==> config.mk <==
export PLATFORM = sky130hd
export DESIGN_NAME = cpu_control_fsm
export DESIGN_NICKNAME = d
export VERILOG_FILES = /design/src/rtl/cpu_control_fsm.sv
export SDC_FILE = /design/constraint.sdc
export NUM_CORES = 1
export LEC_CHECK = 0
export ABC_AREA = 1
export BUFFER_PORTS_ARGS = -buffer_cell sky130_fd_sc_hd__buf_2
export CAP_MARGIN = 20
export CORE_MARGIN = 4
export CORE_UTILIZATION = 47
export DETAILED_ROUTE_END_ITERATION = 8
export GPL_TIMING_DRIVEN = 0
export PLACE_DENSITY = 0.75
export SLEW_MARGIN = 0
export SYNTH_ARGS = -nofsm -noshare
export SYNTH_HDL_FRONTEND = slang
export SYNTH_SLANG_ARGS = --single-unit
==> constraint.sdc <==
create_clock -name clk -period 2.1 [get_ports clk]
set_input_delay 0.21 -clock clk [delete_from_list [all_inputs] [get_ports clk]]
set_output_delay 0.21 -clock clk [all_outputs]
set_load 0.005 [all_outputs]
==> src/rtl/cpu_control_fsm.sv <==
// Multi-cycle control unit: FETCH/DECODE/EXEC(/LOADWB) sequencer driving a 16-bit datapath.
// Optional JAL (op 0x4, ext 0x8) is enabled by defining CPU_CTRL_JAL_EN.
//
// state  | meaning
// FETCH  | present pc on BRAM address, no strobes
// DECODE | BRAM data valid, latch into IR
// EXEC   | execute IR; branches/ALU/store complete here
// LOADWB | load data on bus, write back to register bank
module cpu_control_fsm (
  input  logic        clk,
  input  logic        reset,
  input  logic [15:0] instr,
  input  logic [4:0]  flags,
  input  logic [15:0] reg_a_data,
  input  logic [15:0] reg_b_data,
  output logic [3:0]  a_sel,
  output logic [3:0]  b_sel,
  output logic        reg_wen,
  output logic [3:0]  reg_dest,
  output logic [15:0] imm,
  output logic        imm_sel,
  output logic [7:0]  alu_op,
  output logic        flags_en,
  output logic        alu_to_bus,
  output logic        mem_to_bus,
  output logic [15:0] mem_addr,
  output logic        mem_we,
  output logic [15:0] mem_wdata,
  output logic [15:0] pc
);

  typedef enum logic [1:0] {
    S_FETCH  = 2'd0,
    S_DECODE = 2'd1,
    S_EXEC   = 2'd2,
    S_LOADWB = 2'd3
  } state_t;

  state_t      state_q;
  logic [15:0] pc_q;
  logic [15:0] ir_q;

  logic [3:0]  op, rd, ext, rs;
  logic [15:0] imm_sext;
  logic [3:0]  alu_code;
  logic        is_r_legal, is_i, is_alu, is_cmp, is_flag_op;
  logic        is_load, is_stor, is_jal, is_br, br_taken;
  logic        flag_c, flag_z, flag_n;
  logic        unused_flags;

  assign op       = ir_q[15:12];
  assign rd       = ir_q[11:8];
  assign ext      = ir_q[7:4];
  assign rs       = ir_q[3:0];
  assign imm_sext = {{8{ir_q[7]}}, ir_q[7:0]};

  assign flag_c       = flags[0];
  assign flag_z       = flags[3];
  assign flag_n       = flags[4];
  assign unused_flags = ^flags[2:1];

  always_comb begin
    is_r_legal = 1'b0;
    if (op == 4'h0) begin
      case (ext)
        4'h1, 4'h2, 4'h3, 4'h5, 4'h9, 4'hB, 4'hD: is_r_legal = 1'b1;
        default:                                  is_r_legal = 1'b0;
      endcase
    end
  end

  always_comb begin
    case (op)
      4'h1, 4'h2, 4'h3, 4'h5, 4'h9, 4'hB, 4'hD: is_i = 1'b1;
      default:                                  is_i = 1'b0;
    endcase
  end

  assign is_alu     = is_r_legal | is_i;
  assign alu_code   = (op == 4'h0) ? ext : op;
  assign is_cmp     = (alu_code == 4'hB);
  assign is_flag_op = (alu_code == 4'h5) | (alu_code == 4'h9) | (alu_code == 4'hB);
  assign is_load    = (op == 4'h4) && (ext == 4'h0);
  assign is_stor    = (op == 4'h4) && (ext == 4'h4);
  assign is_br      = (op == 4'hC);

`ifdef CPU_CTRL_JAL_EN
  assign is_jal = (op == 4'h4) && (ext == 4'h8);
`else
  assign is_jal = 1'b0;
`endif

  // Branch condition code lives in the rd field.
  always_comb begin
    case (rd)
      4'h0:    br_taken = flag_z;
      4'h1:    br_taken = ~flag_z;
      4'h2:    br_taken = flag_c;
      4'h3:    br_taken = ~flag_c;
      4'h6:    br_taken = flag_n;
      4'h7:    br_taken = ~flag_n;
      4'hE:    br_taken = 1'b1;
      default: br_taken = 1'b0;
    endcase
  end

  always_ff @(posedge clk) begin
    if (reset) begin
      state_q <= S_FETCH;
      pc_q    <= 16'h0000;
      ir_q    <= 16'h0000;
    end else begin
      case (state_q)
        S_FETCH:  state_q <= S_DECODE;
        S_DECODE: begin
          ir_q    <= instr;
          state_q <= S_EXEC;
        end
        S_EXEC: begin
          if (is_load) begin
            state_q <= S_LOADWB;
          end else begin
            state_q <= S_FETCH;
            if (is_br && br_taken) pc_q <= pc_q + imm_sext;
            else if (is_jal)       pc_q <= reg_a_data;
            else                   pc_q <= pc_q + 16'd1;
          end
        end
        S_LOADWB: begin
          state_q <= S_FETCH;
          pc_q    <= pc_q + 16'd1;
        end
        default: state_q <= S_FETCH;
      endcase
    end
  end

  always_comb begin
    a_sel      = 4'h0;
    b_sel      = 4'h0;
    reg_wen    = 1'b0;
    reg_dest   = 4'h0;
    imm        = 16'h0000;
    imm_sel    = 1'b0;
    alu_op     = 8'h00;
    flags_en   = 1'b0;
    alu_to_bus = 1'b0;
    mem_to_bus = 1'b0;
    mem_addr   = pc_q;
    mem_we     = 1'b0;
    mem_wdata  = 16'h0000;
    case (state_q)
      S_EXEC: begin
        if (is_alu) begin
          a_sel  = rd;
          alu_op = {4'h0, alu_code};
          if (op == 4'h0) begin
            b_sel = rs;
          end else begin
            imm_sel = 1'b1;
            imm     = (op == 4'hD) ? {8'h00, ir_q[7:0]} : imm_sext;
          end
          if (!is_cmp) begin
            reg_wen    = 1'b1;
            alu_to_bus = 1'b1;
            reg_dest   = rd;
          end
          flags_en = is_flag_op;
        end else if (is_load) begin
          a_sel    = rs;
          mem_addr = reg_a_data;
        end else if (is_stor) begin
          a_sel     = rs;
          b_sel     = rd;
          mem_addr  = reg_a_data;
          mem_wdata = reg_b_data;
          mem_we    = 1'b1;
        end else if (is_jal) begin
          // Link value travels through the ALU as a MOV of the immediate.
          a_sel      = rs;
          imm        = pc_q + 16'd1;
          imm_sel    = 1'b1;
          alu_op     = 8'h0D;
          reg_wen    = 1'b1;
          reg_dest   = rd;
          alu_to_bus = 1'b1;
        end
      end
      S_LOADWB: begin
        a_sel      = rs;
        mem_addr   = reg_a_data;
        mem_to_bus = 1'b1;
        reg_wen    = 1'b1;
        reg_dest   = rd;
      end
      default: ;
    endcase
    // A reset cycle aborts the instruction, so no state-changing strobe may escape.
    if (reset) begin
      reg_wen  = 1'b0;
      flags_en = 1'b0;
      mem_we   = 1'b0;
    end
  end

  assign pc = pc_q;

endmodule

==> results of run 1 <==
cell type report:
type,instances,share of cell area
Buffer,29,0.0444
Clock buffer,6,0.0157
Clock inverter,2,0.00239
Inverter,95,0.0699
Multi-Input combinational cell,514,0.538
Sequential cell,34,0.133
Tap cell,105,0.0251
Timing Repair Buffer,152,0.171
flip-flops by register name (all words and copies together) (netlist names):
name     flops
pc          16
state_q      2
ir_q        16
logic make-up (layout without fill, tap and decap cells):
group	count (synthesis)	count (layout)	share of synthesized area
AOI/OAI and AO/OA	113	113	0.188
xor gates and xnor gates	10	10	0.0222
adders and majority gates	17	17	0.0559
buffers and inverters	125	284	0.143
DFF	34	34	0.173
other	1	4	0.000952
and+or+nand+nor	370	370	0.417
power by group:
part	internal, uW	switching (uW)	total [uW]
Clock	264	250	514
Sequential	698	76.9	775
Combinational	341	505	846
worst max-delay path, stage by stage, from the launching register on:
cell and delay (ns):
dfxtp_4 0.36, nor2_4 0.18, inv_4 0.07, nor2_8 0.08, o211ai_1 0.11, nand2_2 0.12
nand2_4 0.07, nor2_4 0.11, inv_4 0.06, nor2_4 0.11, o21a_4 0.22, buf_6 0.12
buf_6 0.08
path summary, 6_finish.rpt:
kind	to	startpoint	depth (start not counted)
setup reg to reg	pc[8]	pc[0]	10
setup / recovery	imm[14]	ir_q[12]	12
hold / removal	ir_q[7]	instr[7]	3
hold reg to reg	state_q[0]	state_q[1]	1
per-layer routing:
metal	vias up	wire length [um]
met5	-	0
met4	0	331
met3	32	835
met2	184	6330
met1	2164	5530
li1	2471	-
through the flow:
stage	cells	setup TNS [ns]	hold WS, ns	setup WS, ns	utilization
detailed placement	915	-0.533	0.501	-0.0846	0.583
finish	937	-0.896	0.200	-0.0825	0.641
global placement	915	-0.177	0.497	-0.0598	0.583
CTS	936	-0.846	0.198	-0.108	0.627
floorplan	673	0	0.402	0.231	-
global route	937	-3.54	0.210	-0.185	0.641
Yosys cell counts, types with 2 or more instances:
| cell | instances | area, um2 |
|---|---|---|
| buf_4 | 13 | 97.6 |
| ha_1 | 16 | 200 |
| nand2_1 | 183 | 687 |
| or2_2 | 4 | 25.0 |
| nor3_2 | 2 | 20.0 |
| a31oi_1 | 2 | 12.5 |
| a21oi_1 | 38 | 190 |
| o211ai_2 | 14 | 175 |
| xor2_1 | 6 | 52.6 |
| dfxtp_1 | 34 | 681 |
| nand2_4 | 2 | 22.5 |
| nand3_1 | 55 | 275 |
| buf_6 | 5 | 56.3 |
| and2_1 | 2 | 12.5 |
| o32ai_2 | 2 | 32.5 |
| a21oi_2 | 3 | 26.3 |
| o21ai_1 | 7 | 35.0 |
| nand4_1 | 9 | 56.3 |
| inv_2 | 16 | 60.1 |
| buf_2 | 3 | 15.0 |
| nor2_1 | 82 | 308 |
| o21ai_0 | 37 | 185 |
| nor3_1 | 6 | 30.0 |
| clkbuf_1 | 9 | 33.8 |
| o22ai_1 | 4 | 25.0 |
| nor2_4 | 4 | 45.0 |
| inv_1 | 78 | 293 |
| nand2_2 | 11 | 68.8 |
| xnor2_1 | 4 | 35.0 |
| nor2_2 | 5 | 31.3 |
repair_timing:
action | CTS | global route
buffers inserted | 12 | 2
hold buffers | 0 | 0
gates cloned | 2 | 0
resized for setup | 40 | 33
setup endpoints to repair | 72 | 71
pin swaps | 10 | 8
==> results.toml, run 1 <==
[synth]
avgSynthCellArea_um2 = 5.88
synth_area_um2 = 3940
ys_types = 44
seq_area_frac_synth = 0.173
synth_ff_type = "dfxtp_1"
ys_async_sr_fraction = 0
synthCells = 670
synth_warnings = 0
synth_edf_count = 0
synth_seq_cells = 34

[setup_path]
rrSetupSlack_ns = 0.10
path_class = "reg -> out"
critical_path_peak_fanout = 8
critPathRequiredTime_ns = 1.89
worstPathArrival_ns = 1.97
critPathCaptureType = "output pin"
startpoint_type = "flip-flop"

[pwr]
power.density_nw_per_um2 = 407
power_uw = 2140
p_leak_uw = 0.00281
ir_worst_vdd_v = 0.000308

[cts]
h-tree-depth = 2
cts_buffer_depth = 2
clkTransAtPathRegs_ns = 0.08
cts-buffers-inserted = 5
clkLatencyLatePin_ns = 0.29
ctsRootBufferMaster = "clkbuf_8"
cts_tree = "done"
clock_sinks = 34

[sta]
finalHoldViolations = 0
final.setup_skew_ns = 0.0129
drv_slew = 0
setup_ws_ns = -0.0825
fin_crit_sh = 1.04
rsz0062_at_grt = "true"
period_needed_ns = 2.18
setup_viol = 14
fmax_mhz = 458

[finish]
final_layout_size_suffix_gt1_frac = 0.344
syn2layout_area_growth_pct = 33.1
multi_input_area_um2 = 2820
design_area_um2 = 5240
finalNetCount = 903
seqCellArea_um2 = 699
insertedDiodeCount = 0
layout_common_cells = "180 x nand2_1, 131 x buf_2, 77 x inv_1"
n_fill_cell = 787
mostFrequentLayoutCell = "nand2_1"

[floorplanning]
dieHeight_um = 99.5
die_area_um2 = 9910
initial_core_util = 0.482
die_w_um = 99.5
placementRows = 33
top_level_ports = 145
core_um2 = 8180

[global_route]
grt_overflow_total = 0
grt_pass1_wl_mm = 20.9
met1_usage = 0.328
track_usage = 0.254
grt_busiest_layer = "met2"
antenna_found_initial = 0
first_global_vias = 4601
grt_max_degree = 12
grt_use_met2 = 0.434
use_met3 = 0.0316

[placed_design]
gp_congestion = 0.893
hpwl_mm = 10.2
io_buffers = 137
post_dp_cell_area_um2 = 4770

[hold_path]
hp-class = "in -> reg"

[flow_run]
drv_cap = 0

[outcome]
outcome = "complete, but fails checks"
violations = "negative setup slack"

[routing]
ant_nets = 0
num_vias = 4851
drt_iter0_drc = 289
first_pass_iters = 5
vias_per_cell = 5.18
route.detailed.drc = 0
avgRoutedWirePerCell_um = 13.9
finalWirelength_mm = 13.0
(Power assumes the default switching activity.)
==> inputs of run 2 (changes only) <==
Settings changed: ABC_AREA 1 to default, PLACE_DENSITY 0.75 to 0.78.
==> results.toml, run 2 <==
[outcome]
outcome = "complete, but fails checks"
violations = "negative setup slack"

[hold_path]
hp-class = "in -> reg"

[synth]
avgSynthCellArea_um2 = 7.19
ys_async_sr_fraction = 0
synth-simple-area-share = 0.282
synth_seq_cells = 34
synth_area_leaders = "dfxtp_1 21%, a21oi_1 7.9%, nand2_1 7.2%"
synth_area_um2 = 3290
synth_edf_count = 0
synth_ff_type = "dfxtp_1"
muxShareOfSynthArea = 0.0669
synth_warnings = 0
synth_top_area_frac = 0.207
synth-xor-area-share = 0.0213
synthCells = 458
seq_area_frac_synth = 0.207
synth_compound_area_frac = 0.269
synth_top_family_by_area = "simple AND/OR/NAND/NOR gates"
synth_most_common_cell = "nand2_1"
synthAdderAreaFrac = 0.0669
synth_commonest_cells = "63 x nand2_1, 52 x a21oi_1, 34 x dfxtp_1, 29 x and2_1, 27 x nor2_1"
synth_top_area_cell = "dfxtp_1"
ys_types = 59

[routing]
avgRoutedWirePerCell_um = 19.4
finalWirelength_mm = 14.4
first_pass_iters = 7
num_vias = 4560
vias_per_cell = 6.15
drt_iter0_drc = 636
route.detailed.drc = 0
ant_nets = 0

[finish]
fin_util = 0.792
insertedDiodeCount = 0
final_layout_size_suffix_gt1_frac = 0.525
finalNetCount = 717
seqCellArea_um2 = 721
multi_input_area_um2 = 2880
syn2layout_area_growth_pct = 63.5
n_fill_cell = 442
mostFrequentLayoutCell = "buf_2"
layout_common_cells = "120 x buf_2, 62 x nand2_1, 49 x buf_4"
design_area_um2 = 5380

[setup_path]
path_class = "reg -> out"
critPathCaptureType = "output pin"
worstPathArrival_ns = 2.22
startpoint_type = "flip-flop"
critPathRequiredTime_ns = 1.89
critical_path_peak_fanout = 7

[sta]
rsz0062_at_grt = "true"
relSlewSlack = 0.441
period_needed_ns = 2.43
fmax_mhz = 412
fin_crit_sh = 1.16
drv_slew = 0
finalHoldViolations = 0
final.setup_skew_ns = 0.0125
setup_ws_ns = -0.326
worstMarginPinSlew_ns = 0.838
setup_viol = 74

[global_route]
first_global_vias = 4129
antenna_found_initial = 0
track_usage = 0.300
grt_max_degree = 13
grt_pass1_wl_mm = 20.7
grt_overflow_total = 0

[placed_design]
hpwl_mm = 8.58
io_buffers = 137
pre_cts_slack_ns = -0.429
post_dp_cell_area_um2 = 4130
gp_congestion = 0.959

[pwr]
ir_worst_vdd_v = 0.000400
power_uw = 2160
power.density_nw_per_um2 = 402
p_leak_uw = 0.00242

[cts]
h-tree-depth = 2
cts_buffer_depth = 2
ctsRootBufferMaster = "clkbuf_8"
clock_sinks = 34
cts-buffers-inserted = 5
ctsHoldBuffers = 0
cts_tree = "done"
clkLatencyLatePin_ns = 0.31
clkTransAtPathRegs_ns = 0.09

[floorplanning]
die_area_um2 = 8410
top_level_ports = 145
initial_core_util = 0.485
dieHeight_um = 91.7
die_w_um = 91.7
placementRows = 30
core_um2 = 6790

[flow_run]
drv_cap = 0
==> run 2: changes by cell type after synthesis, moves of 14 or more <==
cell | previous run | this run
a21oi_1 | 38 | 52
and2_1 | 2 | 29
inv_1 | 78 | 11
inv_2 | 16 | 0
mux2_2 | 0 | 16
nand2_1 | 183 | 63
nand3_1 | 55 | 12
nor2_1 | 82 | 27
o211ai_2 | 14 | 0
==> run 2: path summary, 6_finish.rpt <==
kind	startpoint	to	slack, ns	cells after the start
worst max register to register	ir_q[0]	pc[14]	-0.17	8
worst min-delay path	instr[4]	ir_q[4]	0.13	3
worst min register to register	ir_q[9]	ir_q[9]	0.53	2
worst max-delay path	ir_q[7]	mem_addr[10]	-0.33	7
==> run 2: metal layers <==
metal / wire length, um / global-route usage / part of all wire
met5: 0 / 0 / 0
met3: 1490 / 0.0566 / 0.10
met2: 6790 / 0.498 / 0.47
met1: 5450 / 0.385 / 0.38
met4: 703 / 0.113 / 0.049
==> run 2: cell type report <==
| type | count | share of cell area |
|---|---|---|
| plain buffers | 34 | 0.0507 |
| flip-flops and latches | 34 | 0.134 |
| multi-input cells | 374 | 0.536 |
| clock inverters | 3 | 0.0128 |
| clock buffers | 5 | 0.0128 |
| well taps | 96 | 0.0223 |
| repair buffers | 185 | 0.224 |
| inverters | 11 | 0.00814 |
==> run 2: repair_timing <==
action | in CTS | in global routing
gates resized for setup | 122 | 93
cloned | 4 | 1
endpoints found under the setup margin | 84 | 84
pin swaps | 29 | 34
setup buffers | 33 | 13
hold endpoints to repair | 0 | 0
==> run 2: through the flow <==
step	std cells	setup TNS, ns	hold WS [ns]
CTS	733	-14.09	0.140
detailed placement	694	-18.32	0.458
finish	742	-16.26	0.134
floorplan	461	-0.0103	0.346
global placement	694	-15.92	0.453
global route	742	-19.21	0.134
==> run 2: cells by family after synthesis <==
family / after synthesis
AO/OA/AOI/OAI: 137
buffers and inverters: 53
multiplexers: 20
adder cells (fa/ha/maj): 17
other: 1
AND/OR/NAND/NOR: 188
XOR/XNOR: 8
flip-flops: 34
==> run 2: worst max-delay path, stage by stage, from the launching register on <==
cell     delay (ns)
dfxtp_4        0.36
buf_8          0.12
or4_4          0.51
nor2_4         0.16
o21a_4         0.18
buf_8          0.15
mux2_4         0.31
buf_6          0.12
==> run 2: where the power goes <==
part	switching, uW	internal (uW)
clock	305	476
combinational	351	306
sequential	52.2	671
total	708	1450
==> inputs of run 3 (changes only) <==
Settings changed: PLACE_DENSITY 0.78 to 0.76.
==> results.toml, run 3 (synthesis gave the netlist of run 2 again) <==
[outcome]
outcome = "complete, but fails checks"
violations = "design-rule violations, negative setup slack"

[routing]
route.detailed.drc = 1
drt_iter0_drc = 659
num_vias = 4716
vias_per_cell = 6.28
first_pass_iters = 7
avgRoutedWirePerCell_um = 20.7
ant_nets = 0
finalWirelength_mm = 15.5

[setup_path]
startpoint_type = "flip-flop"
critPathCaptureType = "output pin"
worstPathArrival_ns = 2.27
path_class = "reg -> out"
critPathRequiredTime_ns = 1.89
critical_path_peak_fanout = 5

[hold_path]
hp-class = "in -> reg"

[placed_design]
hpwl_mm = 8.86
pre_cts_slack_ns = -0.434
gp_congestion = 0.967
io_buffers = 137

[sta]
fin_crit_sh = 1.18
finalHoldViolations = 0
setup_ws_ns = -0.379
relSlewSlack = 0.432
setup_tns_ns = -14.75
drv_slew = 0
period_needed_ns = 2.48
setup_viol = 74
fmax_mhz = 403
rsz0062_at_grt = "true"
final.setup_skew_ns = 0.00698
fin_hold_ws_ns = 0.140
worstMarginPinSlew_ns = 0.852

[floorplanning]
die_area_um2 = 8410
placementRows = 30
core_um2 = 6790
top_level_ports = 145
die_w_um = 91.7
initial_core_util = 0.485
dieHeight_um = 91.7

[finish]
multi_input_area_um2 = 2780
final_layout_size_suffix_gt1_frac = 0.525
layout_common_cells = "104 x buf_2, 62 x nand2_1, 55 x buf_4"
n_fill_cell = 412
insertedDiodeCount = 0
mostFrequentLayoutCell = "buf_2"
syn2layout_area_growth_pct = 65.6
finalNetCount = 726
seqCellArea_um2 = 722

[cts]
ctsRootBufferMaster = "clkbuf_8"
clkTransAtPathRegs_ns = 0.08
cts-buffers-inserted = 5
clock_sinks = 34
cts_tree = "done"
h-tree-depth = 2
ctsHoldBuffers = 0
clkLatencyLatePin_ns = 0.30
cts_buffer_depth = 2

[pwr]
power.density_nw_per_um2 = 379
ir_worst_vdd_v = 0.000325
power_uw = 2070
p_leak_uw = 0.00247

[global_route]
grt_max_degree = 13
track_usage = 0.293
first_global_vias = 3974
grt_overflow_total = 0
antenna_found_initial = 0
grt_pass1_wl_mm = 20.1

[flow_run]
drv_cap = 0
run 3: cell count changes in the layout (fill, tap and decap cells not counted), sizes merged:
cell      before  now
clkinv         1    0
clkinvlp       0    2
bufinv         2    1
buf          204  216
clkbuf        20   17
run 3: repair_timing:
item | in CTS | in global routing
setup endpoints to repair | 79 | 85
pin swaps | 23 | 36
buffers inserted | 28 | 27
gates cloned | 3 | 1
gates resized for setup | 111 | 106
run 3: metrics by stage:
step	cell area, um2	cells	util
2_1_floorplan	3330	461	-
3_3_place_gp	4130	694	0.608
3_5_place_dp	4130	694	0.608
4_1_cts	4860	728	0.715
5_1_grt	5450	751	0.802
6_report	5450	751	0.802
run 3: metal layers:
layer  wire length, um  up-vias  global-route usage
met1              5630     2166               0.387
li1                  -     2028                   -
met4               980        0               0.108
met2              7070      405               0.469
met5                 0        -                   0
met3              1840      117              0.0648
run 3: area by class of cell:
type	instances	share of cell area
Multi-Input combinational cell	374	0.509
Tap cell	96	0.0220
Inverter	11	0.00803
Buffer	33	0.0480
Clock inverter	3	0.00826
Timing Repair Buffer	195	0.260
Sequential cell	34	0.132
Clock buffer	5	0.0126
run 3: final timing paths:
kind | startpoint | to | slack [ns] | cells past startpoint
setup / recovery | ir_q[12] | reg_dest[0] | -0.38 | 8
hold / removal | instr[4] | ir_q[4] | 0.14 | 3
setup reg to reg | ir_q[7] | pc[10] | -0.18 | 8
hold reg to reg | pc[0] | pc[0] | 0.51 | 2
run 3: critical path, cell delays in order (launching register included):
cell,delay [ns]
dfxtp_4,0.35
or3_1,0.39
buf_6,0.15
nor2_4,0.15
a21oi_4,0.10
nor4_4,0.36
o21ai_2,0.15
and2_1,0.18
buf_2,0.13
run 3: power by group:
| part | leakage, uW | switching, uW | internal (uW) |
|---|---|---|---|
| Sequential | 0.000286 | 55.3 | 672 |
| Clock | 0.0000504 | 281 | 353 |
| Combinational | 0.00213 | 367 | 340 |
